$ cat src/rtl/rah_tx_packer_pkg.sv
// rah_tx_packer_pkg: shared widths for the RAH TX gearbox (packet, MIPI word, fill unit).
package rah_tx_packer_pkg;
    localparam int RAH_PACKET_WIDTH = 48;
    localparam int MIPI_TX_WIDTH    = 64;
    localparam int FILL_UNIT        = 16;
endpackage

$ cat src/rtl/rah_tx_packer_if.sv
// rah_tx_packer_if: packet-in / word-out handshake bundle of the TX packer.
// Ports: in_valid/in_ready/in_data/in_last (packet side), out_valid/out_ready/
// out_data/out_last (word side), word_count (words since last completed flush).
// slave = packer view, master = source/sink view.
interface rah_tx_packer_if
    import rah_tx_packer_pkg::*;
#(
    parameter int DATA_WIDTH = RAH_PACKET_WIDTH,
    parameter int MIPI_WIDTH = MIPI_TX_WIDTH
);
    logic                  in_valid;
    logic                  in_ready;
    logic [DATA_WIDTH-1:0] in_data;
    logic                  in_last;
    logic                  out_valid;
    logic                  out_ready;
    logic [MIPI_WIDTH-1:0] out_data;
    logic                  out_last;
    logic [15:0]           word_count;
    modport slave (
        input  in_valid, in_data, in_last, out_ready,
        output in_ready, out_valid, out_data, out_last, word_count
    );
    modport master (
        output in_valid, in_data, in_last, out_ready,
        input  in_ready, out_valid, out_data, out_last, word_count
    );
endinterface

$ cat src/rtl/rah_tx_packer.sv
// rah_tx_packer: packs 48-bit RAH packets LSB-first into 64-bit MIPI TX words.
// Ports: clk (tx pixel clock), rst_n (sync active-low reset),
// bus (rah_tx_packer_if.slave; parameters must match the interface instance).
module rah_tx_packer
    import rah_tx_packer_pkg::*;
#(
    parameter int DATA_WIDTH = RAH_PACKET_WIDTH,
    parameter int MIPI_WIDTH = MIPI_TX_WIDTH
) (
    input logic            clk,
    input logic            rst_n,
    rah_tx_packer_if.slave bus
);
    localparam int BW = DATA_WIDTH + MIPI_WIDTH;
    localparam int PU = DATA_WIDTH / FILL_UNIT;
    localparam int WU = MIPI_WIDTH / FILL_UNIT;
    localparam int FW = $clog2(BW / FILL_UNIT + 1);
    logic [BW-1:0] buf_q, buf_popped, buf_d;
    logic [FW-1:0] fill_q, fill_popped, fill_d;
    logic          flush_q, flush_d, push, pop, done;
    logic [15:0]   wc_q, wc_d;
    // Pop is applied first so a same-cycle push lands at the post-pop fill level.
    always_comb begin
        push        = bus.in_valid && bus.in_ready;
        pop         = bus.out_valid && bus.out_ready;
        fill_popped = pop ? (fill_q >= FW'(WU) ? fill_q - FW'(WU) : '0) : fill_q;
        buf_popped  = pop ? buf_q >> MIPI_WIDTH : buf_q;
        buf_d       = push ? buf_popped | (BW'(bus.in_data) << (fill_popped * FILL_UNIT)) : buf_popped;
        fill_d      = push ? fill_popped + FW'(PU) : fill_popped;
        done        = pop && flush_q && fill_popped == '0;
        flush_d     = (push && bus.in_last) ? 1'b1 : (done ? 1'b0 : flush_q);
        wc_d        = done ? '0 : (pop ? wc_q + 16'd1 : wc_q);
    end
    always_ff @(posedge clk) begin
        if (!rst_n) begin
            buf_q   <= '0;
            fill_q  <= '0;
            flush_q <= 1'b0;
            wc_q    <= '0;
        end else begin
            buf_q   <= buf_d;
            fill_q  <= fill_d;
            flush_q <= flush_d;
            wc_q    <= wc_d;
        end
    end
    // While flushing no push is accepted, so fill <= one word means this pop empties the buffer.
    assign bus.in_ready   = fill_q <= FW'(WU) && !flush_q;
    assign bus.out_valid  = fill_q >= FW'(WU) || (flush_q && fill_q != '0);
    assign bus.out_data   = buf_q[MIPI_WIDTH-1:0];
    assign bus.out_last   = bus.out_valid && flush_q && fill_q <= FW'(WU);
    assign bus.word_count = wc_q;
endmodule

$ cat src/flat_wrapper.sv
// flat-port wrapper written by rule: the top's interface ports become plain ports
module rah_tx_packer_flat import rah_tx_packer_pkg::*;
#(
    parameter int DATA_WIDTH = RAH_PACKET_WIDTH,
    parameter int MIPI_WIDTH = MIPI_TX_WIDTH
)
  (clk, rst_n, bus_in_valid, bus_in_data, bus_in_last, bus_out_ready, bus_in_ready, bus_out_valid, bus_out_data, bus_out_last, bus_word_count);
  rah_tx_packer_if #(.DATA_WIDTH(DATA_WIDTH), .MIPI_WIDTH(MIPI_WIDTH)) bus_i ();
  input logic clk;
  input logic rst_n;
  input wire logic [$bits(bus_i.in_valid)-1:0] bus_in_valid;
  input wire logic [$bits(bus_i.in_data)-1:0] bus_in_data;
  input wire logic [$bits(bus_i.in_last)-1:0] bus_in_last;
  input wire logic [$bits(bus_i.out_ready)-1:0] bus_out_ready;
  output wire logic [$bits(bus_i.in_ready)-1:0] bus_in_ready;
  output wire logic [$bits(bus_i.out_valid)-1:0] bus_out_valid;
  output wire logic [$bits(bus_i.out_data)-1:0] bus_out_data;
  output wire logic [$bits(bus_i.out_last)-1:0] bus_out_last;
  output wire logic [$bits(bus_i.word_count)-1:0] bus_word_count;
  assign bus_i.in_valid = bus_in_valid;
  assign bus_i.in_data = bus_in_data;
  assign bus_i.in_last = bus_in_last;
  assign bus_i.out_ready = bus_out_ready;
  assign bus_in_ready = bus_i.in_ready;
  assign bus_out_valid = bus_i.out_valid;
  assign bus_out_data = bus_i.out_data;
  assign bus_out_last = bus_i.out_last;
  assign bus_word_count = bus_i.word_count;
  rah_tx_packer #(.DATA_WIDTH(DATA_WIDTH), .MIPI_WIDTH(MIPI_WIDTH)) u_core (.clk(clk), .rst_n(rst_n), .bus(bus_i));
endmodule
$ cat config.mk
export PLATFORM = sky130hd
export DESIGN_NAME = rah_tx_packer_flat
export DESIGN_NICKNAME = d
export VERILOG_FILES = /design/src/rtl/rah_tx_packer_pkg.sv /design/src/rtl/rah_tx_packer_if.sv /design/src/rtl/rah_tx_packer.sv /design/src/flat_wrapper.sv
export SDC_FILE = /design/constraint.sdc
export NUM_CORES = 1
export LEC_CHECK = 0
export CAP_MARGIN = 20
export CORE_ASPECT_RATIO = 0.8
export CORE_MARGIN = 5
export CORE_UTILIZATION = 52
export DETAILED_ROUTE_END_ITERATION = 7
export GPL_TIMING_DRIVEN = 1
export HOLD_SLACK_MARGIN = 0.02
export PLACE_DENSITY = 0.86
export SLEW_MARGIN = 5
export SYNTH_ARGS = -nofsm -noshare
export SYNTH_HDL_FRONTEND = slang
export SYNTH_SLANG_ARGS = --single-unit
$ cat constraint.sdc
create_clock -name clk -period 2.4 [get_ports clk]
set_clock_uncertainty 0.2 [all_clocks]
set_input_delay 0.48 -clock clk [delete_from_list [all_inputs] [get_ports clk]]
set_output_delay 0.48 -clock clk [all_outputs]
set_load 0.05 [all_outputs]
After elaboration in Yosys (flattened, before gate mapping)
Cells that the tools add are included.
Word-level totals
  register bits after elaboration: 132
  word-level logic and storage cells: 34
  output and inout port bits: 83
Operators by class
  mux-type cells: 7
  reduce and logical (&&, ||, !) cells: 15
  $lt $le $gt $ge: 2
  shift operators: 1
  bitwise operators: 2
  add/sub/neg operators: 3
Operators by type and width (count)
  2-to-1 mux 112 bit: 2
  OR 112 bit: 1
  left shift 48 x 7 -> 112 bit: 1
  adder 16 x 1 -> 16 bit (second input constant): 1
  logical AND 1 bit: 9
  2-to-1 mux 3 bit: 3
  adder 3 x 2 -> 3 bit (second input constant): 1
  greater-or-equal comparator 3 bit (second input constant): 1
  less-or-equal comparator 3 bit (second input constant): 1
  zero test 3 bit: 1
  nonzero test 3 bit: 1
  subtractor 3 bit (second input constant): 1
  2-to-1 mux 1 bit: 2
  nonzero test 2 bit: 1
  OR reduction 2 bit: 1
  zero test 1 bit: 1
  logical OR 1 bit: 1
  inverter 1 bit: 1

Logic depth before layout (Yosys ltp)
Gate-level depths: netlist of the first run.
  word-level depth: 9
  mapped depth: 7
  mapped depth without buffers: 5

Worst setup path after synthesis of the first run
No wires, ideal clock.
  path type: register -> register
  start point: register u_core.fill_q[2]
  end point: register u_core.wc_q[0] (netlist: u_core.bus.word_count[0])
  slack: -445 ps
  arrival time: 2528 ps
  path buffers: 3
  stages on the path, launching flop included: 8
  cells stage by stage: dfxtp_1 buf_2 buf_2 o21ai_0 nor3b_1 a21o_1 buf_2 nor2_1
On the way
  longest elaborated chain between the ends: 8
RTL lines
  start, declared: line rah_tx_packer.sv:19  | logic [FW-1:0] fill_q, fill_popped, fill_d;
  start signal, assigned: line rah_tx_packer.sv:42  | fill_q <= fill_d;
  parallel branches: the longest is 8 deep, another holds subtractor 3 bit
  end signal, assigned: line rah_tx_packer.sv:44  | wc_q <= wc_d;
  end, declared: line rah_tx_packer.sv:21  | logic [15:0] wc_q, wc_d;
Parallel ways; which one is timed is not known.
A chain may end at the register's enable or synchronous reset.

Final worst setup path of the first run
  start point: register u_core.buf_q[38]
  end point: output port bus_out_data[38]
RTL lines
  start, declared: line rah_tx_packer.sv:18  | logic [BW-1:0] buf_q, buf_popped, buf_d;
  start signal, assigned: line rah_tx_packer.sv:41  | buf_q <= buf_d;
  end, declared: line flat_wrapper.sv:17  | output wire logic [$bits(bus_i.out_data)-1:0] bus_out_data;
No word-level cell between the ends.

==> results of run 1 <==
## logic make-up after synthesis
logic type | after synthesis | share of synthesized area
AO/OA/AOI/OAI | 232 | 0.233
AND/OR/NAND/NOR | 158 | 0.129
buffers and inverters | 132 | 0.117
flip-flops | 132 | 0.393
multiplexers | 81 | 0.121
XOR/XNOR | 4 | 0.00521
adder cells (fa/ha/maj) | 1 | 0.00186
## synthesized netlist by cell type (all sizes together)
master     n  area [sq um]
dfxtp    132          2640
buf       95           649
mux2i     81           811
o22ai     64           400
nand3     53           265
a21oi     50           262
o2bb2ai   48           420
and3      35           219
clkbuf    34           128
a22oi     32           240
nand2     28           105
o21ai     21           116
o31ai      9          67.6
or4        9          67.6
nor2       8          30.0
nand4      4          25.0
xor2       4          35.0
inv        3          11.3
nor2b      3          18.8
o211ai     3          22.5
or2        3          18.8
or3        3          18.8
a21o       2          15.0
nand2b     2          12.5
nand3b     2          15.0
nor3       2          10.0
nor3b      2          20.0
a2111oi    1          8.76
a21boi     1          7.51
and3b      1          8.76
and4       1          8.76
and4bb     1          12.5
ha         1          12.5
nand4bb    1          11.3
o21a       1          8.76
## per-stage QoR
stage / total power (W) / cells
2_1_floorplan: 0.00365 / 740
3_3_place_gp: 0.00410 / 959
3_5_place_dp: 0.00414 / 959
4_1_cts: 0.00647 / 991
5_1_grt: 0.00670 / 991
6_report: 0.00650 / 991
## state kept, by name, indices dropped and copies added (netlist names)
signal                 count
u_core.flush_q             1
u_core.bus.word_count     16
u_core.buf_q             112
u_core.fill_q              3
## routing by layer
metal | share of wire | vias to the layer above | track usage
met1 | 0.41 | 3064 | 0.382
met4 | 0.024 | 0 | 0.0964
met5 | 0 | - | 0
met3 | 0.11 | 66 | 0.0628
met2 | 0.46 | 433 | 0.417
li1 | - | 2866 | -
## final cells by class
cell class | count | area, sq um
Clock buffer | 17 | 425
Clock inverter | 15 | 108
Multi-Input combinational cell | 476 | 3320
Tap cell | 175 | 219
Sequential cell | 132 | 2640
Fill cell | 997 | 4270
Inverter | 3 | 11.3
Timing Repair Buffer | 173 | 1780
## power groups by stage
stage	Clock, W	Combinational [W]	Sequential, W
3_3_place_gp	0	0.00159	0.00250
6_report	0.00236	0.00167	0.00248
5_1_grt	0.00247	0.00174	0.00248
2_1_floorplan	0	0.00120	0.00245
3_5_place_dp	0	0.00163	0.00251
4_1_cts	0.00236	0.00164	0.00247
## path summary, 6_finish.rpt
check,startpoint,endpoint,slack [ps],cells after the start
setup / recovery,u_core.buf_q[38],bus_out_data[38],20,1
hold / removal,u_core.buf_q[80],u_core.buf_q[80],260,2
setup reg to reg,u_core.fill_q[0],u_core.buf_q[24],240,5
hold reg to reg,u_core.buf_q[80],u_core.buf_q[80],260,2
## timing repair
item                                    CTS  global route
cloned                                    0             0
resized for setup                         1             8
endpoints found under the setup margin    1             8
hold endpoints to repair                  0             0
pin swaps                                 0             0
==> summary.md, run 1 <==
| Metric | Value |
|---|---|
| Synth warnings | `0` |
| Slowest cell on the critical path | `clkdlybuf4s50_1` |
| Post-Place Worst Slack | `-51.0 ps` |
| Clock Pin Slew Worst Setup and Hold Paths | `60 ps` |
| Post-DP HPWL | `roughly 15000 um` |
| Peak VDD IR | `approximately 530 uV` |
| Minimum clock period | `roughly 2400 ps` |
| Register share of total power | `0.381` |
| Die Y | `roughly 110 um` |
| Worst path max stage delay | `between 800 and 900 ps` |
| Leak | `approximately 3.6 nW` |
| Final max-slew violation count | `0` |
| Max FO, Critical Path | `2` |
| Worst min-delay path class | `flop to flop` |
| Worst slew margin | `0.526` |
| Pint | `0.00429 W` |
| Sw Pwr | `0.00220 W` |
| Netlist cell types | `between 40 and 50` |
| Share of layout cells above drive strength 1 | `0.108` |
| Worst path required time | `~1700 ps` |
| Total length of routed wires | `between 20000 and 25000 um` |
| Die area | `about 0.015 sq mm` |
| Final WS setup | `between 15 and 20 ps` |
| Sink Count | `~130` |
| TritonCTS clock tree | `built` |
| Crit path buffers/inverters | `1` |
| Num CTS Buffers | `17` |
| I/O pins | `approximately 140` |
| DRT antenna net count | `0` |
| Rows | `37` |
| Design area | `0.00850 sq mm` |
| Hold Buf Count CTS | `0` |
| GP Congestion | `about 0.90` |
| Switching share of power | `0.339` |
| Initial antenna violation count | `0` |
| Diode count | `0` |
| Htree depth | `4` |
| Register area share after synthesis | `0.393` |
| Top delay family on crit path | `buffers and inverters` |
| Clock latency at the later pin of the worst-skew pair | `between 400 and 500 ps` |
| Post-Route Setup TNS | `0 ps` |
| Synthesized area | `0.00673 sq mm` |
| Syn_area_per_cell | `9.09 sq um` |
| Outcome | `completed` |
| CP Class | `flop to output pin` |
| Final routed DRC violation total | `0` |
| Pin count of the biggest net entering global routing | `97` |
| Vias in the first global route | `6137` |
| Synth Register Bits | `about 130` |
| Comb pwr share | `0.256` |
| Mapped Nets | `just under 800` |
| Final Core Density | `0.665` |
| Final Setup Violations | `0` |
| Initial drt markers | `roughly 1200` |
| Clock Power Share | `0.363` |
| Most frequent cells in the layout | `131 x dfxtp_1, 122 x clkdlybuf4s50_1, 81 x mux2i_1, 64 x o22ai_1, 53 x nand3_1` |
| Most common cell after layout, fill and taps aside | `dfxtp_1` |
| Vias | `6429` |
| CP cell instances | `clkdlybuf4s50_1` |
| Worst Setup End Kind | `output pin` |
| Max-Cap Viols | `0` |
| Worst Tran Pin Value | `between 700 and 800 ps` |
| Layout Nets | `between 800 and 900` |
| Core Footprint | `0.0128 sq mm` |
| Tcrit/Tclk final | `0.993` |
| WP data arrival | `roughly 1700 ps` |
| Postcts setup bufs | `0` |
| Clock Tree Root | `clkbuf_16` |
| PwrDens | `~760 mW/mm^2` |
| Peak Freq | `between 0.4 and 0.5 GHz` |
| Syn-to-layout area delta | `26.4%` |
| Tot GR Track Use | `0.274` |
| Hold_ws | `between 200 and 300 ps` |
| TritonRoute pass-1 iters | `8` |
| Via density | `between 6 and 7` |
| DIE WIDTH | `137 um` |
| First-pass GRT wire length | `about 33000 um` |
| RSZ-0062 raised after global routing | `false` |
| Final hold vios | `0` |
| Drt wl/cell | `around 22 um` |
| Port buffer count | `about 140` |
| Synth Instances | `740` |
| GRT overflow | `0` |
| Initial Utilization | `0.526` |
| Longest Clk Path Bufs | `2` |
| Startpoint types | `flop` |
| Placed cell area | `approximately 0.0079 sq mm` |
Note: power is estimated with default switching activity, not from simulation.
==> inputs of run 2 (changes only) <==
Settings changed: CORE_UTILIZATION 52 to 46, PLACE_DENSITY 0.86 to 0.78.
==> run 2 against run 1 <==
Fmax increased by 0.71%; sequential share of layout area down 0.14 points; via count shrank 1.3%; largest cell class unchanged; die area is 12% higher; worst hold slack about the same; worst setup slack improved by 17 ps; design area increased by 0.44%.
==> summary.md, run 2 (synthesized netlist as in run 1, its figures left out) <==
| Metric | Value |
|---|---|
| PwrDens | `a little under 800 mW/mm^2` |
| Vias | `6344` |
| TritonRoute pass-1 iters | `5` |
| Core Footprint | `0.0143 sq mm` |
| Max FO, Critical Path | `22` |
| Layout Nets | `856` |
| Layout fillers | `around 1200` |
| RSZ-0062 raised after global routing | `false` |
| Most frequent cells in the layout | `131 x dfxtp_1, 118 x clkdlybuf4s50_1, 81 x mux2i_1, 64 x o22ai_1, 53 x nand3_1` |
| I/O pins | `roughly 140` |
| DRT antenna net count | `0` |
| Initial antenna violation count | `0` |
| Reg2Reg Depth | `5` |
| Die area | `about 0.017 sq mm` |
| Final max-slew violation count | `0` |
| Worst Setup End Kind | `output pin` |
| Clock Pin Slew Worst Setup and Hold Paths | `approximately 60 ps` |
| Hold path cells | `2` |
| Postcts setup bufs | `0` |
| Hold_ws | `between 200 and 300 ps` |
| Leak | `3.55 nW` |
| Startpoint types | `flop` |
| Max-Cap Viols | `0` |
| Rows | `39` |
| Tcrit/Tclk final | `0.986` |
| R2R Path Start | `u_core.fill_q[0]` |
| Placed cell area | `0.00792 sq mm` |
| GRT overflow | `0` |
| Worst path required time | `about 1700 ps` |
| Longest Clk Path Bufs | `2` |
| Post-DP HPWL | `roughly 15000 um` |
| DIE WIDTH | `around 150 um` |
| Peak VDD IR | `roughly 540 uV` |
| Crit path from | `u_core.fill_q[0]` |
| Final hold vios | `0` |
| Total length of routed wires | `between 20000 and 25000 um` |
| Vias in the first global route | `6113` |
| Diode count | `0` |
| Most common cell after layout, fill and taps aside | `dfxtp_1` |
| Post-Place Worst Slack | `-26.6 ps` |
| Initial drt markers | `approximately 860` |
| Final routed DRC violation total | `0` |
| Clock latency at the later pin of the worst-skew pair | `410 ps` |
| Final WS setup | `33.8 ps` |
| Worst Tran Pin Value | `643 ps` |
| Outcome | `completed` |
| Final Setup Violations | `0` |
| Worst r2r dst | `u_core.buf_q[4]` |
| Worst slew margin | `0.571` |
| Initial Utilization | `0.470` |
| TritonCTS clock tree | `built` |
| Syn-to-layout area delta | `27.0%` |
| Num CTS Buffers | `17` |
| Die Y | `118 um` |
| Non-filler instance count after layout | `998` |
| Pin count of the biggest net entering global routing | `72` |
| Biggest register | `u_core.buf_q` |
| Htree depth | `4` |
| Sink Count | `132` |
| FF-to-FF setup slack | `between 200 and 250 ps` |
| CP Class | `flop to output pin` |
| HP Start | `u_core.buf_q[86]` |
| Drt wl/cell | `21.5 um` |
| First-pass GRT wire length | `between 30000 and 40000 um` |
| Via density | `approximately 6.4` |
| Port buffer count | `between 100 and 150` |
| Tot GR Track Use | `0.238` |
| Inst Count DP | `967` |
| Clock Tree Root | `clkbuf_16` |
| Share of layout cells above drive strength 1 | `0.113` |
| Peak Freq | `~0.42 GHz` |
| GP Congestion | `between 0.8 and 0.9` |
| WP data arrival | `about 1700 ps` |
| Minimum clock period | `2370 ps` |
| Hold EP | `u_core.buf_q[86]` |
| Worst min-delay path class | `flop to flop` |
| Design area | `0.00854 sq mm` |
| Max reg flops | `roughly 110` |
## run 2: changes by cell type in the layout (fill, tap and decap cells not counted), moves of 2 or more
cell | previous run | this run
buf_4 | 33 | 38
bufinv_16 | 0 | 3
clkdlybuf4s50_1 | 122 | 118
clkinv_2 | 6 | 3
dlymetal6s2s_1 | 7 | 5
inv_6 | 3 | 1
## run 2: layout make-up
| type | instances | area [sq um] | area share |
|---|---|---|---|
| clock buffer | 19 | 443 | 0.0519 |
| clock inverter | 12 | 155 | 0.0182 |
| inverter | 3 | 11.3 | 0.00132 |
| multi-input combinational | 476 | 3320 | 0.388 |
| sequential | 132 | 2640 | 0.310 |
| tap | 184 | 230 | 0.0270 |
| timing repair buffer | 172 | 1740 | 0.204 |
## run 2: worst max path at each step
stage | slack (ps) | to | depth (start not counted)
after CTS | 0.7 | bus_word_count[2] | 1
final | 30 | bus_in_ready | 4
after detailed placement | -30 | u_core.buf_q[28] | 6
after floorplan | 110 | u_core.bus.word_count[0] | 7
after global routing | 2 | bus_in_ready | 4
after global placement | 30 | u_core.bus.word_count[7] | 6
## run 2: stage by stage
stage | utilization | setup TNS (ps) | total power [W]
final | 0.597 | 0 | 0.00675
after global routing | 0.597 | 0 | 0.00697
after CTS | 0.596 | 0 | 0.00676
after detailed placement | 0.554 | -104 | 0.00414
after global placement | 0.554 | 0 | 0.00410
after floorplan | - | 0 | 0.00365
## run 2: worst max-delay path, cell delays in order (launching register included)
cell and delay (ps):
dfxtp_1 370, buf_6 210, or2_1 310, a21oi_2 230, buf_12 160
## run 2: metal layers
layer,track usage,routed length (um),vias up
met4,0.0676,436,0
met3,0.0696,2400,48
met1,0.322,8870,3064
li1,-,-,2873
met2,0.371,9730,359
met5,0,0,-
## run 2: what timing repair did
action | CTS | global route
setup endpoints to repair | 1 | 7
gates resized for setup | 1 | 7
endpoints found under the hold margin | 0 | 0
pin swaps | 1 | 1
hold buffers | 0 | 0
## run 2: where the power goes
part | internal (W) | switching (W) | leakage (nW) | total (W)
Clock | 0.00166 | 0.000967 | 0.289 | 0.00262
Combinational | 0.000619 | 0.00104 | 2.18 | 0.00165
Sequential | 0.00234 | 0.000123 | 1.07 | 0.00247
Total | 0.00462 | 0.00213 | 3.55 | 0.00675
==> inputs of run 3 (changes only) <==
Settings changed: REMOVE_ABC_BUFFERS set to 1, SLEW_MARGIN 5 to unset.
==> run 3 against run 2 <==
Worst hold slack got worse by 2.1 ps; sequential share of layout area down 0.37 points; clock-buffer cell count increased by 3; total power decreased by 0.37%; critical path depth decreased by 3; core utilization grew 0.75 points; die area did not move.
==> summary.md, run 3 (synthesized netlist as in run 1, its figures left out) <==
| Metric | Value |
|---|---|
| Outcome | `completed` |
| Worst slew margin | `0.584` |
| Final Core Density | `0.605` |
| Hold_ws | `between 200 and 300 ps` |
| Final hold vios | `0` |
| Syn-to-layout area delta | `28.6%` |
| Final WS setup | `between 50 and 60 ps` |
| Post-Route Setup TNS | `0 ps` |
| First-pass GRT wire length | `between 30000 and 40000 um` |
| Post-DP HPWL | `between 10000 and 15000 um` |
| DRT antenna net count | `0` |
| CP cell instances | `clkdlybuf4s50_1` |
| GP Congestion | `approximately 0.87` |
| Layout fillers | `approximately 1200` |
| Tcrit/Tclk final | `0.976` |
| Core Footprint | `~0.014 sq mm` |
| Layout Nets | `around 860` |
| PwrDens | `between 700 and 800 mW/mm^2` |
| Clock Tree Root | `clkbuf_16` |
| Most common cell after layout, fill and taps aside | `dfxtp_1` |
| Peak Freq | `0.427 GHz` |
| Final max-slew violation count | `0` |
| Final routed DRC violation total | `0` |
| Slowest cell on the critical path | `clkdlybuf4s50_1` |
| Port buffer count | `135` |
| Leak | `about 3.6 nW` |
| Sink Count | `132` |
| CP Class | `flop to output pin` |
| Minimum clock period | `2340 ps` |
| Clock Pin Slew Worst Setup and Hold Paths | `roughly 60 ps` |
| Clock latency at the later pin of the worst-skew pair | `between 400 and 500 ps` |
| Design area | `slightly below 0.009 sq mm` |
| Tot GR Track Use | `0.236` |
| TritonCTS clock tree | `built` |
| TritonRoute pass-1 iters | `7` |
| WP data arrival | `approximately 1700 ps` |
| Final Setup Violations | `0` |
| Startpoint types | `flop` |
| I/O pins | `136` |
| Longest Clk Path Bufs | `2` |
| Max-Cap Viols | `0` |
| Pin count of the biggest net entering global routing | `74` |
| Sequential Area | `0.00265 sq mm` |
| Worst Setup End Kind | `output pin` |
| Drt wl/cell | `between 20 and 25 um` |
| Vias in the first global route | `6306` |
| Worst Tran Pin Value | `621 ps` |
| Post-Place Worst Slack | `-66.6 ps` |
| Via density | `approximately 6.3` |
| Peak VDD IR | `601 uV` |
| Initial drt markers | `around 650` |
| Share of layout cells above drive strength 1 | `0.117` |
| DIE WIDTH | `approximately 150 um` |
| Worst min-delay path class | `flop to flop` |
| Top delay family on crit path | `buffers and inverters` |
| Initial Utilization | `0.470` |
| Area of the multi-input gates | `0.00333 sq mm` |
| Vias | `6354` |
| Biggest register | `u_core.buf_q` |
| Placed cell area | `0.00804 sq mm` |
| Initial antenna violation count | `0` |
| Crit path buffers/inverters | `1` |
| RSZ-0062 raised after global routing | `false` |
| Die area | `between 0.015 and 0.02 sq mm` |
| Total length of routed wires | `20900 um` |
| Diode count | `0` |
| Num CTS Buffers | `17` |
| Htree depth | `4` |
| GRT overflow | `0` |
| Worst path max stage delay | `between 800 and 900 ps` |
| Die Y | `roughly 120 um` |
| Max reg flops | `between 100 and 150` |
| Worst path required time | `between 1500 and 2000 ps` |
| Max FO, Critical Path | `6` |
| Rows | `39` |
| Most frequent cells in the layout | `130 x dfxtp_1, 124 x clkdlybuf4s50_1, 81 x mux2i_1, 64 x o22ai_1, 53 x nand3_1` |
## run 3: path summary, 6_finish.rpt
path	startpoint	end	slack, ps	cells past startpoint
worst max register to register	u_core.fill_q[0]	u_core.buf_q[39]	300	7
worst max-delay path	u_core.bus.word_count[9]	bus_word_count[9]	60	1
worst min register to register	u_core.buf_q[89]	u_core.buf_q[89]	260	2
worst min-delay path	u_core.buf_q[89]	u_core.buf_q[89]	260	2
## run 3: timing repair
action                     CTS  global route
setup buffers                0             0
hold buffers                 0             0
pin swaps                    0             0
setup endpoints to repair    2             6
resized for setup            2             9
## run 3: area by class of cell
class,count,share of cell area
multi-input combinational,476,0.385
sequential,132,0.306
inverter,3,0.00130
clock buffer,22,0.0560
clock inverter,8,0.0117
timing repair buffer,180,0.214
tap,184,0.0266
## run 3: worst register-to-register path, cell delays in order, from the launching register on
cell and delay, ps:
dfxtp_2 350, buf_4 190, buf_4 210, nor2b_2 280
buf_4 290, nand3_1 120, and3_1 210, o22ai_1 160
## run 3: layer usage
layer,wire [um],up-vias,track usage
met2,9740,358,0.374
met3,1890,42,0.0666
li1,-,2876,-
met5,0,-,0
met4,487,0,0.0880
met1,8810,3078,0.307
## run 3: where the power goes
group / switching (W) / total [W] / internal [W]
Sequential: 0.000108 / 0.00245 / 0.00234
Combinational: 0.00104 / 0.00168 / 0.000644
Clock: 0.000963 / 0.00259 / 0.00162
Total: 0.00211 / 0.00672 / 0.00461
## run 3: stage by stage
stage,cells,power [W]
detailed placement,975,0.00414
global placement,975,0.00411
CTS,1005,0.00672
finish,1005,0.00672
floorplan,611,0.00345
global route,1005,0.00696
